$ cat src/rtl/morse_rx_pkg.sv
// Shared constants and types for the Morse receiver: ASCII codes, FSM states,
// symbol-code widths and the queued character record.
package morse_rx_pkg;

  localparam logic [7:0] ASCII_SPACE = 8'h20;
  localparam logic [7:0] ASCII_QMARK = 8'h3F;

  // len counts up to MAX_SYM (<=7); only the last five symbols matter to decode
  localparam int LEN_W  = 3;
  localparam int CODE_W = 5;

  typedef enum logic [1:0] {
    S_IDLE  = 2'd0,
    S_MARK  = 2'd1,
    S_SPACE = 2'd2,
    S_WGAP  = 2'd3
  } state_e;

  typedef struct packed {
    logic       err;
    logic [7:0] ascii;
  } char_t;

endpackage

$ cat src/rtl/morse_rx_lut.sv
// Combinational Morse decode: {len, code} (dot=0, dash=1, first symbol is the
// MSB of the len-bit field) to ASCII; anything not in the table gives '?'.
module morse_rx_lut
  import morse_rx_pkg::*;
(
  input  logic [LEN_W-1:0]  len_i,
  input  logic [CODE_W-1:0] code_i,
  output logic              err_o,
  output logic [7:0]        ascii_o
);

  always_comb begin
    ascii_o = ASCII_QMARK;
    case ({len_i, code_i})
      8'b001_00000: ascii_o = "E";
      8'b001_00001: ascii_o = "T";
      8'b010_00000: ascii_o = "I";
      8'b010_00001: ascii_o = "A";
      8'b010_00010: ascii_o = "N";
      8'b010_00011: ascii_o = "M";
      8'b011_00000: ascii_o = "S";
      8'b011_00001: ascii_o = "U";
      8'b011_00010: ascii_o = "R";
      8'b011_00011: ascii_o = "W";
      8'b011_00100: ascii_o = "D";
      8'b011_00101: ascii_o = "K";
      8'b011_00110: ascii_o = "G";
      8'b011_00111: ascii_o = "O";
      8'b100_00000: ascii_o = "H";
      8'b100_00001: ascii_o = "V";
      8'b100_00010: ascii_o = "F";
      8'b100_00100: ascii_o = "L";
      8'b100_00110: ascii_o = "P";
      8'b100_00111: ascii_o = "J";
      8'b100_01000: ascii_o = "B";
      8'b100_01001: ascii_o = "X";
      8'b100_01010: ascii_o = "C";
      8'b100_01011: ascii_o = "Y";
      8'b100_01100: ascii_o = "Z";
      8'b100_01101: ascii_o = "Q";
      8'b101_11111: ascii_o = "0";
      8'b101_01111: ascii_o = "1";
      8'b101_00111: ascii_o = "2";
      8'b101_00011: ascii_o = "3";
      8'b101_00001: ascii_o = "4";
      8'b101_00000: ascii_o = "5";
      8'b101_10000: ascii_o = "6";
      8'b101_11000: ascii_o = "7";
      8'b101_11100: ascii_o = "8";
      8'b101_11110: ascii_o = "9";
      default:      ascii_o = ASCII_QMARK;
    endcase
  end

  // '?' is never a valid Morse result here, so it doubles as the error flag
  assign err_o = (ascii_o == ASCII_QMARK);

endmodule

$ cat src/rtl/morse_rx.sv
// Morse key receiver: sync + debounce, mark/space timing FSM, symbol assembly,
// letter decode and a small output FIFO with valid/ready and sticky overflow.
module morse_rx
  import morse_rx_pkg::*;
#(
  parameter int unsigned SYNC_STAGES = 2,
  parameter int unsigned DEBOUNCE    = 16,
  parameter int unsigned CNT_W       = 30,
  parameter int unsigned DOT_MAX     = 2**24,
  parameter int unsigned LETTER_GAP  = 2**25,
  parameter int unsigned WORD_GAP    = 2**27,
  parameter int unsigned FIFO_DEPTH  = 4,
  parameter int unsigned MAX_SYM     = 6
) (
  input  logic       clk,
  input  logic       reset,
  input  logic       key_in,
  output logic [7:0] letter,
  output logic       err,
  output logic       valid,
  input  logic       ready,
  output logic       overflow,
  output logic       key,
  output logic       busy
);

  localparam int DB_W  = $clog2(DEBOUNCE + 1);
  localparam int PTR_W = $clog2(FIFO_DEPTH);
  localparam int FC_W  = PTR_W + 1;

  logic [SYNC_STAGES-1:0] sync_q;
  logic                   sync_out;
  logic [DB_W-1:0]        db_q;
  logic                   key_q;

  always_ff @(posedge clk or posedge reset) begin
    if (reset) sync_q <= '0;
    else       sync_q <= {sync_q[SYNC_STAGES-2:0], key_in};
  end

  assign sync_out = sync_q[SYNC_STAGES-1];

  // Accept a new level only after DEBOUNCE consecutive cycles of disagreement
  always_ff @(posedge clk or posedge reset) begin
    if (reset) begin
      db_q  <= '0;
      key_q <= 1'b0;
    end else if (sync_out == key_q) begin
      db_q <= '0;
    end else if (db_q == DB_W'(DEBOUNCE - 1)) begin
      db_q  <= '0;
      key_q <= sync_out;
    end else begin
      db_q <= db_q + DB_W'(1);
    end
  end

  state_e            state_q, state_d;
  logic [CNT_W-1:0]  cnt_q, cnt_d, cnt_inc;
  logic [CODE_W-1:0] code_q, code_d;
  logic [LEN_W-1:0]  len_q, len_d;
  logic              long_q, long_d;
  logic              emit;
  char_t             emit_char, lut_char;

  morse_rx_lut u_lut (
    .len_i   (len_q),
    .code_i  (code_q),
    .err_o   (lut_char.err),
    .ascii_o (lut_char.ascii)
  );

  // Saturate so a stuck key stays a dash instead of wrapping into a dot
  assign cnt_inc = (cnt_q == '1) ? cnt_q : cnt_q + CNT_W'(1);

  always_comb begin
    state_d   = state_q;
    cnt_d     = cnt_inc;
    code_d    = code_q;
    len_d     = len_q;
    long_d    = long_q;
    emit      = 1'b0;
    emit_char = '{err: 1'b0, ascii: ASCII_SPACE};
    case (state_q)
      S_IDLE: begin
        cnt_d = '0;
        if (key_q) state_d = S_MARK;
      end
      S_MARK: begin
        if (!key_q) begin
          if (len_q == LEN_W'(MAX_SYM)) begin
            long_d = 1'b1;
          end else begin
            code_d = {code_q[CODE_W-2:0], (cnt_q > CNT_W'(DOT_MAX))};
            len_d  = len_q + LEN_W'(1);
          end
          state_d = S_SPACE;
          cnt_d   = '0;
        end
      end
      S_SPACE: begin
        if (cnt_q == CNT_W'(LETTER_GAP)) begin
          // The letter is emitted even if the key rises this same cycle
          emit      = 1'b1;
          emit_char = long_q ? '{err: 1'b1, ascii: ASCII_QMARK} : lut_char;
          code_d    = '0;
          len_d     = '0;
          long_d    = 1'b0;
          if (key_q) begin
            state_d = S_MARK;
            cnt_d   = '0;
          end else begin
            state_d = S_WGAP;
          end
        end else if (key_q) begin
          state_d = S_MARK;
          cnt_d   = '0;
        end
      end
      S_WGAP: begin
        if (key_q) begin
          state_d = S_MARK;
          cnt_d   = '0;
        end else if (cnt_q == CNT_W'(WORD_GAP)) begin
          emit    = 1'b1;
          state_d = S_IDLE;
        end
      end
      default: state_d = S_IDLE;
    endcase
  end

  always_ff @(posedge clk or posedge reset) begin
    if (reset) begin
      state_q <= S_IDLE;
      cnt_q   <= '0;
      code_q  <= '0;
      len_q   <= '0;
      long_q  <= 1'b0;
    end else begin
      state_q <= state_d;
      cnt_q   <= cnt_d;
      code_q  <= code_d;
      len_q   <= len_d;
      long_q  <= long_d;
    end
  end

  char_t            mem_q [FIFO_DEPTH];
  logic [PTR_W-1:0] wr_q, rd_q;
  logic [FC_W-1:0]  fcnt_q;
  logic             ovf_q;
  logic             full, pop, push_ok;
  char_t            head;

  assign full    = (fcnt_q == FC_W'(FIFO_DEPTH));
  assign valid   = (fcnt_q != '0);
  assign pop     = valid & ready;
  // A pop in the same cycle frees the slot, so a full FIFO still accepts
  assign push_ok = emit & (~full | pop);

  always_ff @(posedge clk or posedge reset) begin
    if (reset) begin
      for (int i = 0; i < int'(FIFO_DEPTH); i++) mem_q[i] <= '0;
    end else if (push_ok) begin
      mem_q[wr_q] <= emit_char;
    end
  end

  always_ff @(posedge clk or posedge reset) begin
    if (reset) begin
      wr_q   <= '0;
      rd_q   <= '0;
      fcnt_q <= '0;
      ovf_q  <= 1'b0;
    end else begin
      if (push_ok) wr_q <= wr_q + PTR_W'(1);
      if (pop)     rd_q <= rd_q + PTR_W'(1);
      case ({push_ok, pop})
        2'b10:   fcnt_q <= fcnt_q + FC_W'(1);
        2'b01:   fcnt_q <= fcnt_q - FC_W'(1);
        default: fcnt_q <= fcnt_q;
      endcase
      if (emit && full && !pop) ovf_q <= 1'b1;
    end
  end

  assign head     = mem_q[rd_q];
  assign letter   = valid ? head.ascii : 8'h00;
  assign err      = valid & head.err;
  assign overflow = ovf_q;
  assign key      = key_q;
  assign busy     = (state_q != S_IDLE);

endmodule
$ cat config.mk
export PLATFORM = sky130hd
export DESIGN_NAME = morse_rx
export DESIGN_NICKNAME = d
export VERILOG_FILES = /design/src/rtl/morse_rx_pkg.sv /design/src/rtl/morse_rx_lut.sv /design/src/rtl/morse_rx.sv
export SDC_FILE = /design/constraint.sdc
export NUM_CORES = 1
export LEC_CHECK = 0
export CAP_MARGIN = 20
export CORE_UTILIZATION = 52
export CTS_BUF_LIST = sky130_fd_sc_hd__clkbuf_16
export CTS_CLUSTER_SIZE = 28
export DETAILED_ROUTE_END_ITERATION = 6
export PLACE_DENSITY = 0.67
export SLEW_MARGIN = 20
export SYNTH_ARGS = -nofsm -noshare
export SYNTH_HDL_FRONTEND = slang
export SYNTH_HIERARCHICAL = 1
export SYNTH_SLANG_ARGS = --single-unit
$ cat constraint.sdc
create_clock -name clk -period 6.15 [get_ports clk]
set_input_delay 1.23 -clock clk [delete_from_list [all_inputs] [get_ports clk]]
set_output_delay 1.23 -clock clk [all_outputs]
set_load 0.01 [all_outputs]
==> qor.txt <==
Leak: 2.615 nW
Min Hold Slack: 0.3555 ns
Worst Skew: 0.008350 ns
Post-Layout Cell Count: 692
top_reg_cell synth: dfrtp_1
number of flops mapped to enable cells by yosys: 0
cts-stage hold buffer count: 0
Post-synth top cells: dfrtp_1, nor2_1, mux2_2
WL/cell: 16.52 um
Final Hold Fails: 0
height of the die: 104.9 um
WS Path Type: reg -> out
Hold Crit Class: reg -> reg
# Max-Cap Violations: 0
clock edge transition at the registers on the reported setup and hold paths: 0.07 ns
DP Cell Count: 676
Post-CTS Resized: 0
leading area contributor after synthesis: dfrtp_1
clock root cell: clkbuf_16
Cell variety after synth: 72
Place WS: 2.439 ns
Post-CTS Repair Setup Buffers: 0
pwr/cell area: 197.7 mW/mm^2
Slew @ Worst Pin: 0.9999 ns
Skew-Pair Late Insertion Delay: 0.34 ns
Post-synth ARST share: 1.000
number of iterations in the first detailed-routing pass: 5
setup TNS: 0 ns
# rows: 37
DRC Markers: 0
initial DRC count: 236
Mapped Area: 0.005510 sq mm
Mapped Cells: 554
Layout Nets: 566
GRT overflow: 0
Boundary Pins: 17
DRT antenna net count: 0
average size of a mapped cell: 9.946 sq um
Vias: 4245
Crit. End Element: primary output
maximum vdd drop: 0.1852 mV
RSZ-0062 raised after global routing: false
ranking of synthesized cells by area: dfrtp_1, mux2_2, mux4_2
Tcrit/Tclk final: 0.5843
maximum clock rate: 278.3 MHz
status: finished, final reports clean
fillers: 907
CP Max Fanout: 11
vias in the first global route: 4156
total core area: 0.01028 sq mm
Critical Path RT: 4.92 ns
first-pass GRT wire length: 20.19 mm
total power: 1.189 mW
Vias per Instance: 6.134
Die ar.: 0.01101 sq mm
Die W: 104.9 um
CP Data Arrival Time: 2.36 ns
most common cell in the synthesized netlist: dfrtp_1
Net Count, Synth: 569
largest net degree at the start of global routing: 51
layout cell share with drive strength beyond 1: 0.1583
H-tree depth: 3
Routed WL: 11.43 mm
Finish-stage setup viols: 0
CTS Buf Count: 9
gpl congestion: 0.8910
Total GRT Usage: 0.2283
TritonCTS clock tree: done
Critical Path Start Type: flip-flop
Yosys top cell area share: 0.4223
n_diodes: 0
Buffers on Ports: 16
clk buf depth: 2
slew margin rel.: 0.3319
Layout Area Growth over Synthesis: 9.151%
sequential share of the synthesized area: 0.4223
initial antenna violation count: 0
min Tclk post-route: 3.594 ns
Synth Warn #: 6
detailed placer's ending HPWL: 7.777 mm
initial core utilization: 0.5362
clk sinks: 93
final setup margin: 2.556 ns
#FFs+latches synth: 93
Slew Limit Fails: 0
[cell type report]
class                      instances  area, sq um  area share
timing repair buffer              19        182.7     0.03037
inverter                          18        68.82     0.01144
sequential                        93         2327      0.3869
tap                              136        170.2     0.02829
clock buffer                       9        225.2     0.03745
multi-input combinational        410         2977      0.4949
clock inverter                     7        63.81     0.01061
[worst max-delay path, stage by stage (launching register included)]
cell	delay [ns]
dfrtp_1	0.77
mux4_2	0.61
and2_1	0.17
clkdlybuf4s50_1	0.47
[worst paths after layout]
kind	start	to	slack (ns)	depth (start not counted)
worst max-delay path	rd_q[0]	letter[6]	2.56	3
worst min-delay path	sync_q[0]	sync_q[1]	0.36	0
worst max register to register	cnt_q[0]	fcnt_q[1]	3.02	10
worst min register to register	sync_q[0]	sync_q[1]	0.36	0
max in group asynchronous	reset	len_q[1]	3.75	3
min in group asynchronous	reset	fcnt_q[0]	1.35	2
[registers in the layout, indices dropped and copies added, names as in the netlist]
register	count
key	1
len_q	3
cnt_q	30
overflow	1
sync_q	2
code_q	5
state_q	2
wr_q	2
fcnt_q	3
mem_q	36
rd_q	2
db_q	5
long_q	1
[cell usage in the layout, fill, tap and decap left out, types with 7 or more instances in the layout]
cell type / netlist / final
mux4_2: 9 / 9
a31oi_1: 12 / 12
ha_1: 10 / 10
nand2b_1: 7 / 7
o21ai_0: 18 / 18
nand3_1: 29 / 29
nand4_1: 21 / 21
and2_1: 14 / 14
nand2_1: 34 / 34
inv_1: 18 / 17
clkdlybuf4s50_1: 0 / 16
xnor2_1: 11 / 11
clkbuf_16: 0 / 9
nor4_1: 7 / 7
dfrtp_1: 93 / 93
mux2_2: 39 / 39
xor2_1: 12 / 12
nor3_1: 14 / 14
nor2_1: 49 / 49
a21oi_1: 18 / 18
[metal layers]
metal / track usage / part of all wire / vias up
met3: 0.03681 / 0.040 / 19
met1: 0.3079 / 0.45 / 2087
met5: 0 / 0 / -
met2: 0.3742 / 0.50 / 110
met4: 0.07948 / 0.016 / 0
li1: - / - / 2029
[report_power, final]
| group | internal (mW) | total [mW] | leakage [nW] | switching, mW |
|---|---|---|---|---|
| clock network | 0.285 | 0.543 | 0.142 | 0.258 |
| logic | 0.00794 | 0.0276 | 1.18 | 0.0196 |
| registers | 0.614 | 0.618 | 1.29 | 0.00401 |
| total | 0.907 | 1.19 | 2.61 | 0.282 |
[kinds of logic after synthesis]
kind of cell,Yosys count,synth area share
flops,93,0.4223
buf+inv,51,0.03746
xor+xnor,23,0.03656
fa+ha+maj,11,0.02634
compound gates,88,0.1072
other cells,1,0.0006805
mux,53,0.1256
simple gates,234,0.2439
[per-stage QoR]
stage	area (sq um)	utilization
after global routing	6015	0.5852
final	6015	0.5852
after detailed placement	5725	0.5571
after CTS	6015	0.5852
after global placement	5725	0.5571
after floorplan	5510	-
No activity file was read; power rests on OpenSTA's default activity.
